**src/rtl/usart_pkg.sv**
```systemverilog
// Shared definitions for the USART transmit arbiter.
//   DATA_BIT_DEF : default character width (must match the Tx core)
//   arb_state_t  : arbiter FSM states
//   clog2_min1() : index width helper that never returns 0
package usart_pkg;

  localparam int DATA_BIT_DEF = 8;

  typedef enum logic [1:0] {
    IDLE = 2'd0,
    LOAD = 2'd1,
    SEND = 2'd2
  } arb_state_t;

  function automatic int clog2_min1(input int n);
    return (n <= 2) ? 1 : $clog2(n);
  endfunction

endpackage

```
**src/rtl/usart_rr_arbiter.sv**
```systemverilog
// Combinational round-robin pick for the USART transmit arbiter.
//   req        in  NUM_REQ  request vector
//   last_grant in  GW       most recently served requester (lowest priority)
//   gnt_id     out GW       selected requester; valid when gnt_any=1
//   gnt_any    out 1        at least one request present
// The request vector is doubled: the lower copy is masked to indices above
// last_grant, the upper copy is unmasked. The lowest set bit of the doubled
// vector is the wrap-around search starting at last_grant+1.
module usart_rr_arbiter
  import usart_pkg::*;
#(
  parameter  int NUM_REQ = 4,
  localparam int GW      = clog2_min1(NUM_REQ)
) (
  input  logic [NUM_REQ-1:0] req,
  input  logic [GW-1:0]      last_grant,
  output logic [GW-1:0]      gnt_id,
  output logic               gnt_any
);

  logic [NUM_REQ-1:0]   mask;
  logic [2*NUM_REQ-1:0] dbl;

  for (genvar gi = 0; gi < NUM_REQ; gi++) begin : g_mask
    assign mask[gi] = (GW'(gi) > last_grant);
  end

  assign dbl     = {req, req & mask};
  assign gnt_any = |req;

  always_comb begin
    logic found;
    int   pick;
    found = 1'b0;
    pick  = 0;
    for (int i = 0; i < 2 * NUM_REQ; i++) begin
      if (!found && dbl[i]) begin
        found = 1'b1;
        pick  = i;
      end
    end
    // Hits in the upper copy fold back onto the real requester index.
    gnt_id = (pick >= NUM_REQ) ? GW'(pick - NUM_REQ) : GW'(pick);
  end

endmodule

```
**src/rtl/usart_tx_arbiter.sv**
```systemverilog
// Shares one USART transmitter among NUM_REQ byte sources.
//   clk, reset  : clock, synchronous active-high reset
//   req_valid   : per-requester byte valid (held until accepted)
//   req_data    : byte of requester i at [i*DATA_BIT +: DATA_BIT]
//   req_last    : last byte of a message (lock build only)
//   req_ready   : one-hot accept pulse to the granted requester (LOAD cycle)
//   tx_data/tx_valid/tx_ready : registered valid/ready stage to the Tx core
//   grant_id    : current or last granted requester
//   busy        : FSM not in IDLE
// Build option: define USART_TX_ARB_PACKET_LOCK_EN to keep the grant on one
// requester until it sends a byte flagged req_last.
module usart_tx_arbiter
  import usart_pkg::*;
#(
  parameter  int NUM_REQ  = 4,
  parameter  int DATA_BIT = DATA_BIT_DEF,
  localparam int GW       = clog2_min1(NUM_REQ)
) (
  input  logic                         clk,
  input  logic                         reset,
  input  logic [NUM_REQ-1:0]           req_valid,
  input  logic [NUM_REQ*DATA_BIT-1:0]  req_data,
  input  logic [NUM_REQ-1:0]           req_last,
  output logic [NUM_REQ-1:0]           req_ready,
  output logic [DATA_BIT-1:0]          tx_data,
  output logic                         tx_valid,
  input  logic                         tx_ready,
  output logic [GW-1:0]                grant_id,
  output logic                         busy
);

  arb_state_t    state_reg;
  logic [GW-1:0] last_grant_reg;
  logic [GW-1:0] pick_id;
  logic          pick_any;
  logic          load_ok;

  usart_rr_arbiter #(.NUM_REQ(NUM_REQ)) u_rr (
    .req        (req_valid),
    .last_grant (last_grant_reg),
    .gnt_id     (pick_id),
    .gnt_any    (pick_any)
  );

  assign load_ok = req_valid[grant_id];
  assign busy    = (state_reg != IDLE);

`ifdef USART_TX_ARB_PACKET_LOCK_EN
  logic last_flag_reg;
  logic lock_reg;   // set while a multi-byte message holds the grant

  // While locked and waiting for the next byte, no accept pulse is shown.
  always_comb begin
    req_ready = '0;
    if (state_reg == LOAD && load_ok) req_ready[grant_id] = 1'b1;
  end
`else
  logic unused_last;
  assign unused_last = ^req_last;

  always_comb begin
    req_ready = '0;
    if (state_reg == LOAD) req_ready[grant_id] = 1'b1;
  end
`endif

  always_ff @(posedge clk) begin
    if (reset) begin
      state_reg      <= IDLE;
      grant_id       <= '0;
      last_grant_reg <= GW'(NUM_REQ - 1);
      tx_data        <= '0;
      tx_valid       <= 1'b0;
`ifdef USART_TX_ARB_PACKET_LOCK_EN
      last_flag_reg  <= 1'b0;
      lock_reg       <= 1'b0;
`endif
    end else begin
      case (state_reg)
        IDLE: begin
          if (pick_any) begin
            grant_id  <= pick_id;
            state_reg <= LOAD;
          end
        end
        LOAD: begin
          if (load_ok) begin
            tx_data   <= req_data[grant_id*DATA_BIT +: DATA_BIT];
            tx_valid  <= 1'b1;
            state_reg <= SEND;
`ifdef USART_TX_ARB_PACKET_LOCK_EN
            last_flag_reg <= req_last[grant_id];
          end else if (!lock_reg) begin
`else
          end else begin
`endif
            // Requester withdrew valid: skip it and re-arbitrate.
            last_grant_reg <= grant_id;
            state_reg      <= IDLE;
          end
        end
        SEND: begin
          if (tx_ready) begin
            tx_valid       <= 1'b0;
            last_grant_reg <= grant_id;
`ifdef USART_TX_ARB_PACKET_LOCK_EN
            if (!last_flag_reg) begin
              lock_reg  <= 1'b1;
              state_reg <= LOAD;
            end else begin
              lock_reg  <= 1'b0;
              state_reg <= IDLE;
            end
`else
            state_reg <= IDLE;
`endif
          end
        end
        default: state_reg <= IDLE;
      endcase
    end
  end

endmodule
```
**config.mk**
```make
export PLATFORM = sky130hd
export DESIGN_NAME = usart_tx_arbiter
export DESIGN_NICKNAME = d
export VERILOG_FILES = /design/src/rtl/usart_pkg.sv /design/src/rtl/usart_rr_arbiter.sv /design/src/rtl/usart_tx_arbiter.sv
export SDC_FILE = /design/constraint.sdc
export NUM_CORES = 1
export LEC_CHECK = 0
export BUFFER_PORTS_ARGS = -buffer_cell sky130_fd_sc_hd__buf_2
export CORE_MARGIN = 4
export CORE_UTILIZATION = 41
export CTS_CLUSTER_DIAMETER = 200
export CTS_CLUSTER_SIZE = 28
export DETAILED_ROUTE_END_ITERATION = 10
export MAX_ROUTING_LAYER = met4
export PLACE_DENSITY_LB_ADDON = 0.12
export RECOVER_POWER = 25
export SYNTH_ARGS = -nofsm -noshare
export SYNTH_HDL_FRONTEND = slang
export SYNTH_SLANG_ARGS = --single-unit
```
**constraint.sdc**
```tcl
create_clock -name clk -period 1.89 [get_ports clk]
set_input_delay 0.2835 -clock clk [delete_from_list [all_inputs] [get_ports clk]]
set_output_delay 0.2835 -clock clk [all_outputs]
set_load 0.02 [all_outputs]
```
==> results of run 1 <==
==> routing by layer <==
metal,vias up,GRT usage
met5,-,-
met4,0,0.0456
met3,2,0.0490
met2,33,0.244
met1,396,0.175
li1,437,-
==> metrics by stage <==
stage / area [µm²] / hold slack [ns]
after global routing: 1220 / 0.304
after detailed placement: 1200 / 0.473
after CTS: 1220 / 0.281
final: 1220 / 0.295
after global placement: 1200 / 0.467
after floorplan: 890 / 0.353
==> final cells by class <==
class / instances / area [µm²]
Inverter: 4 / 15.0
Clock buffer: 4 / 26.3
Timing Repair Buffer: 58 / 305
Tap cell: 27 / 33.8
Sequential cell: 15 / 300
Multi-Input combinational cell: 61 / 537
Fill cell: 201 / 785
==> layout by cell type, fill, tap and decap left out, types with 2 or more instances in the layout <==
cell	netlist	final
buf_2	0	48
nor2_1	17	17
dfxtp_1	15	15
mux2i_1	10	10
mux4_2	8	8
clkbuf_1	2	7
inv_1	4	4
nand3b_1	3	3
a21oi_1	3	3
clkbuf_4	1	3
buf_4	0	3
nor2b_1	2	2
nor3b_1	2	2
a311o_1	2	2
o221ai_1	2	2
==> kinds of logic (layout without fill, tap and decap cells) <==
family | Yosys count | count (layout)
buf+inv | 9 | 66
compound gates | 15 | 15
mux | 18 | 18
flops | 15 | 15
simple gates | 28 | 28
==> path summary, 6_finish.rpt <==
kind                startpoint      endpoint  slack [ns]  cells after the start
hold reg to reg       tx_valid      tx_valid        0.49                      2
setup / recovery  state_reg[0]  req_ready[0]        0.22                      3
hold / removal        tx_ready  state_reg[1]        0.30                      4
setup reg to reg  state_reg[0]    tx_data[6]        0.29                      5
==> critical path: cells and delay by family, from the launching register on <==
| kind | cells | cell delay, ns |
|---|---|---|
| buf+inv | 1 | 0.17 |
| simple gates | 2 | 0.50 |
| flops | 1 | 0.44 |
==> where the power goes <==
group / switching (mW) / internal (mW) / total (mW)
Sequential: 0.0356 / 0.353 / 0.389
Combinational: 0.176 / 0.189 / 0.366
Clock: 0.100 / 0.0816 / 0.182
==> metrics.yaml, run 1 <==
outcome:
  outcome: "completed"
routing:
  vias_per_cell: 5.14
  dr.pass1.iters: 4
  vias: 868
  drt_wl_total_um: 2200
  wl_met3_um: 205
  drt-wirelength-per-cell_um: 13.0
  top_layer: "met4"
  drt_iter0_markers: 15
  drc: 0
  wl_met1_um: 934
  route.met2.wl_um: 1050
  final_antenna_net_count: 0
setup_path:
  cp-start-kind: "register"
  crit_arrival_ns: 1.39
  cp-end-kind: "output port"
  crit_slowest_cell: "dfxtp_1"
  path_cells: "or3b_1 > nor2_1 > buf_2"
  critical_path.max_fanout: 8
  crit_type: "reg2out"
  cp_data_required_time_ns: 1.61
  cpPeakStageDelay_ns: 0.44
clocking:
  cts_num_sinks: 15
  cts_resized: 0
  post_cts_buffers: 0
  numCtsBuffers: 3
  htree_levels: 1
  clockRootBuffer: "clkbuf_4"
  cts_tree: "built"
  holdBufCountCts: 0
  ctsLongestPathBuffers: 2
  path_clk_slew_ns: 0.09
  clk_latency_ns: 0.27
global_routing:
  grt_pass1_vias: 744
  grt_pass1_wl_um: 3180
  track_usage: 0.150
  antenna_found_initial: 0
  gr-total-overflow: 0
  grt_max_degree: 16
synth:
  syn_nets: 128
  yosysUniqueCellTypes: 26
  synth_xor_area_frac: 0
  synth_fa_ha_area_frac: 0
  yosys.area.top_type: "dfxtp_1"
  synth_top_family_by_area: "multiplexers"
  yosys_warnings: 0
  syn_inst: 85
  synth_edf_count: 0
  yosysTopAreaCellShare: 0.338
  synthTopCellsByArea: "dfxtp_1, mux4_2, mux2i_1"
  synth-seq-area-share: 0.338
  yosys.area_share.simple: 0.156
  yosysMostFrequentCell: "nor2_1"
  synth-seq-cells: 15
  synth_compound_area_frac: 0.132
  netlist_area_um2: 890
  syn_avg_cell_area_um2: 10.5
  synth_commonest_cells: "nor2_1, dfxtp_1, mux2i_1, mux4_2, inv_1"
  ys_async_sr_fraction: 0
  muxShareOfSynthArea: 0.315
  ys_dominant_reg_cell: "dfxtp_1"
timing:
  setup_viol: 0
  setup_tns_ns: 0
  fmax_mhz: 597
  tightest_slew_ns: 0.507
  post-route-worst-setup-slack_ns: 0.215
  clock-skew-final_ns: 0.00464
  period_share: 0.886
  rsz0062_at_grt: "no"
  drv_slew: 0
  hold_violations: 0
  layout_min_cycle_time_ns: 1.67
  slew_headroom: 0.658
cells_and_area:
  regMostFlops: "tx_data"
  diodes: 0
  layout.nets: 186
  largest_reg_flops: 8
  area_growth_pct: 36.8
  post-route-util: 0.608
  final_cells: 169
  drive_gt1_frac: 0.451
placed_design:
  dpl.hpwl_um: 1780
  portBuffers: 54
  place_inst: 165
  pre_cts_ws_ns: 0.306
  gp_congestion: 0.766
worst_hold_path:
  min_path_type: "in2reg"
pwr:
  power_leakage_nw: 0.539
  ir_drop_v: 0.000417
  power_density_mw_per_mm2: 769
  power_mw: 0.936
floorplan:
  initial_core_util: 0.444
  die_area_mm2: 0.00298
  boundaryPins: 59
  rows: 16
  core_mm2: 0.00200
  die_w_um: 54.6
  die_y_um: 54.6
flow_run:
  drv_cap: 0
Power figures use the tool's default switching activity.
==> run 2: changes to the inputs <==
- ABC_AREA: unset -> 1
- CORE_UTILIZATION: 41 -> 43
==> metrics.yaml, run 2 <==
outcome:
  outcome: "completed"
timing:
  drv_slew: 0
  hold_violations: 0
  tightest_slew_ns: 0.395
  post-route-worst-setup-slack_ns: 0.271
  layout_min_cycle_time_ns: 1.62
  rsz0062_at_grt: "no"
  setup_viol: 0
  slew_headroom: 0.736
  clock-skew-final_ns: 0.00201
  period_share: 0.857
  setup_tns_ns: 0
  fmax_mhz: 617
setup_path:
  regToRegSetupSlack_ns: 0.43
  r2r_end: "tx_data[2]"
  crit_start: "grant_id[1]"
  cp-start-kind: "register"
  rr_worst_depth: 8
  cp-end-kind: "output port"
  crit_type: "reg2out"
  critPathCapture: "req_ready[2]"
  crit_arrival_ns: 1.34
  cp_data_required_time_ns: 1.61
  critical_path.max_fanout: 10
  r2r_start: "grant_id[1]"
routing:
  dr.pass1.iters: 4
  vias_per_cell: 4.79
  drt-wirelength-per-cell_um: 10.4
  final_antenna_net_count: 0
  vias: 1237
  drt_wl_total_um: 2690
  drt_iter0_markers: 40
  drc: 0
synth:
  synth-seq-cells: 15
  syn_inst: 176
  yosys.area.top_type: "dfxtp_1"
  yosysTopAreaCellShare: 0.299
  synth-seq-area-share: 0.299
  syn_avg_cell_area_um2: 5.72
  yosysMostFrequentCell: "nand2_1"
  syn_nets: 219
  synth_edf_count: 0
  yosysUniqueCellTypes: 17
  ys_dominant_reg_cell: "dfxtp_1"
  ys_async_sr_fraction: 0
  netlist_area_mm2: 0.00101
  synthTopCellsByArea: "dfxtp_1, nand2_1, nor2_1"
  synth_commonest_cells: "nand2_1, nor2_1, dfxtp_1, nand3_1, a21oi_1"
  yosys_warnings: 0
clocking:
  clk_latency_ns: 0.27
  htree_levels: 1
  cts_num_sinks: 15
  cts_resized: 0
  path_clk_slew_ns: 0.08
  clockRootBuffer: "clkbuf_4"
  holdBufCountCts: 0
  post_cts_buffers: 0
  cts_tree: "built"
  ctsLongestPathBuffers: 2
  numCtsBuffers: 3
cells_and_area:
  area_growth_pct: 28.7
  layout.nets: 274
  diodes: 0
  drive_gt1_frac: 0.274
  fillers: 244
  fin_area_mm2: 0.00129
  final_cell_mix: "nand2_1, buf_2, nor2_1"
  largest_reg_flops: 8
  post-route-util: 0.585
  layout_commonest_cell: "nand2_1"
  regMostFlops: "tx_data"
global_routing:
  grt_pass1_vias: 1067
  grt_pass1_wl_um: 4490
  antenna_found_initial: 0
  gr-total-overflow: 0
  track_usage: 0.177
  grt_max_degree: 18
placed_design:
  dpl.hpwl_um: 2160
  portBuffers: 54
  pre_cts_ws_ns: 0.353
  place_area_mm2: 0.00127
  gp_congestion: 0.872
floorplan:
  boundaryPins: 59
  rows: 17
  initial_core_util: 0.455
  core_mm2: 0.00221
  die_area_mm2: 0.00318
  die_w_um: 56.4
  die_y_um: 56.4
pwr:
  power_leakage_nw: 0.739
  ir_drop_v: 0.000497
  power_density_mw_per_mm2: 789
flow_run:
  drv_cap: 0
worst_hold_path:
  min_path_type: "in2reg"
## run 2: cell types whose count changed in the layout (fill, tap and decap cells not counted), moves of 3 or more
cell	delta
nand2_1	+79
nand3_1	+14
mux2i_1	-10
a21oi_1	+9
mux4_2	-8
inv_1	+6
nor2_1	+6
nor2_2	+4
nand2_2	+3
nor3_1	+3
## run 2: area by class of cell
cell class                 count  area (µm²)  area share
clock buffer                   4        26.3      0.0203
inverter                      11        41.3      0.0319
multi-input combinational    145         621       0.479
sequential                    15         302       0.233
tap                           28        35.0      0.0271
timing repair buffer          55         270       0.209
## run 2: power breakdown
part | switching [mW] | leakage [nW] | internal, mW
Combinational | 0.288 | 0.600 | 0.158
Clock | 0.0901 | 0.0150 | 0.0819
Sequential | 0.0443 | 0.124 | 0.360
Total | 0.422 | 0.739 | 0.599
## run 2: critical path, stage by stage (launching register included)
cell and delay, ns:
dfxtp_1 0.56, inv_2 0.10, nor3_1 0.20, buf_2 0.19
## run 2: worst min path at each step
stage	start	end	slack, ns	depth (start not counted)
2_1_floorplan	reset	grant_id[0]	0.35	1
3_3_place_gp	tx_valid	tx_valid	0.45	2
3_5_place_dp	tx_data[4]	tx_data[4]	0.47	2
4_1_cts	reset	grant_id[0]	0.21	2
5_1_grt	reset	grant_id[0]	0.20	2
6_report	reset	grant_id[0]	0.21	2
## run 2: per-stage QoR
stage / hold slack (ns) / power (mW) / std cells
after global routing: 0.200 / 1.12 / 258
final: 0.212 / 1.02 / 258
after CTS: 0.211 / 1.04 / 258
after floorplan: 0.353 / 0.742 / 176
after detailed placement: 0.469 / 0.861 / 254
after global placement: 0.452 / 0.849 / 254
## run 2: cells by family (layout without fill, tap and decap cells)
logic type / Yosys count / count (layout) / share of synthesized area
buffers and inverters: 16 / 70 / 0.0846
and+or+nand+nor: 131 / 131 / 0.544
AOI/OAI and AO/OA: 14 / 14 / 0.0734
DFF: 15 / 15 / 0.299
## run 2: per-layer routing
metal / wire length (µm) / track usage / vias to the layer above
met2: 1110 / 0.260 / 52
met5: 0 / - / -
met4: 39 / 0.0610 / 0
met3: 255 / 0.0322 / 5
li1: - / - / 662
met1: 1280 / 0.242 / 518
==> run 3: changes to the inputs <==
- RECOVER_POWER: 25 -> 50
==> metrics.yaml, run 3 (synthesis results as in run 2) <==
global_routing:
  gr-total-overflow: 0
  grt_pass1_vias: 1067
  grt_max_degree: 18
  antenna_found_initial: 0
  track_usage: 0.177
  grt_pass1_wl_um: 4490
clocking:
  cts_num_sinks: 15
  path_clk_slew_ns: 0.08
  numCtsBuffers: 3
  clockRootBuffer: "clkbuf_4"
  holdBufCountCts: 0
  cts_tree: "built"
  htree_levels: 1
  clk_latency_ns: 0.27
  cts_resized: 0
  ctsLongestPathBuffers: 2
  post_cts_buffers: 0
timing:
  hold_violations: 0
  drv_slew: 0
  rsz0062_at_grt: "no"
  clock-skew-final_ns: 0.000570
  layout_min_cycle_time_ns: 1.62
  setup_viol: 0
  slew_headroom: 0.734
  period_share: 0.858
  tightest_slew_ns: 0.398
  fmax_mhz: 616
  setup_tns_ns: 0
cells_and_area:
  final_cell_mix: "nand2_1, buf_2, nor2_1"
  area_growth_pct: 28.0
  layout_commonest_cell: "nand2_1"
  final_cells: 258
  fillers: 244
  largest_reg_flops: 8
  layout.nets: 274
  diodes: 0
  drive_gt1_frac: 0.252
  regMostFlops: "tx_data"
  fin_area_mm2: 0.00129
routing:
  drt-wirelength-per-cell_um: 10.4
  dr.pass1.iters: 6
  drt_iter0_markers: 45
  drc: 0
  vias: 1229
  drt_wl_total_um: 2680
  vias_per_cell: 4.76
  final_antenna_net_count: 0
pwr:
  p_sw_frac: 0.414
  ir_drop_v: 0.000496
  seqPwrFrac: 0.398
  intPower_mw: 0.596
  clkPwrFrac: 0.170
  power_frac_comb: 0.432
  p_switching_mw: 0.421
  power_density_mw_per_mm2: 790
  power_leakage_nw: 0.723
floorplan:
  initial_core_util: 0.455
  die_w_um: 56.4
  die_y_um: 56.4
  die_area_mm2: 0.00318
  boundaryPins: 59
  core_mm2: 0.00221
  rows: 17
outcome:
  outcome: "completed"
setup_path:
  cp-start-kind: "register"
  crit_type: "reg2out"
  regToRegSetupSlack_ns: 0.43
  critical_path.max_fanout: 10
  crit_arrival_ns: 1.34
  cp_data_required_time_ns: 1.61
  cp-end-kind: "output port"
placed_design:
  place_inst: 254
  dpl.hpwl_um: 2160
  place_area_mm2: 0.00127
  gp_congestion: 0.872
  portBuffers: 54
flow_run:
  drv_cap: 0
worst_hold_path:
  min_path_type: "in2reg"
[run 3: layer usage]
| metal | global-route usage | vias to the layer above | routed length, µm |
|---|---|---|---|
| li1 | - | 660 | - |
| met2 | 0.260 | 42 | 1110 |
| met5 | - | - | 0 |
| met4 | 0.0610 | 0 | 45 |
| met3 | 0.0322 | 5 | 235 |
| met1 | 0.242 | 522 | 1290 |
[run 3: per-stage QoR]
stage | util | hold slack (ns) | setup slack [ns] | power, mW
finish | 0.582 | 0.212 | 0.268 | 1.02
CTS | 0.588 | 0.211 | 0.147 | 1.04
floorplan | - | 0.353 | 0.421 | 0.742
detailed placement | 0.576 | 0.469 | 0.353 | 0.861
global route | 0.582 | 0.200 | 0.138 | 1.11
global placement | 0.576 | 0.452 | 0.385 | 0.849
[run 3: path summary, 6_finish.rpt]
kind | start | cells past startpoint | to
min reg2reg | tx_valid | 2 | tx_valid
max reg2reg | grant_id[1] | 8 | tx_data[2]
min | reset | 2 | grant_id[0]
max | grant_id[1] | 3 | req_ready[2]
[run 3: power by group through the flow]
stage / Sequential [mW] / Combinational, mW / Clock (mW)
after floorplan: 0.429 / 0.313 / 0
after global placement: 0.409 / 0.440 / 0
after detailed placement: 0.410 / 0.451 / 0
after CTS: 0.402 / 0.453 / 0.181
after global routing: 0.411 / 0.503 / 0.202
final: 0.404 / 0.440 / 0.173
[run 3: final cells by class]
cell class	count	area, µm²	share of cell area
multi-input combinational	145	618	0.480
inverter	11	41.3	0.0321
sequential	15	302	0.234
clock buffer	4	26.3	0.0204
timing repair buffer	55	265	0.206
tap	28	35.0	0.0272
[run 3: worst max-delay path, cell delays in order (launching register included)]
cell	delay (ns)
dfxtp_1	0.57
inv_2	0.10
nor3_1	0.20
buf_2	0.19
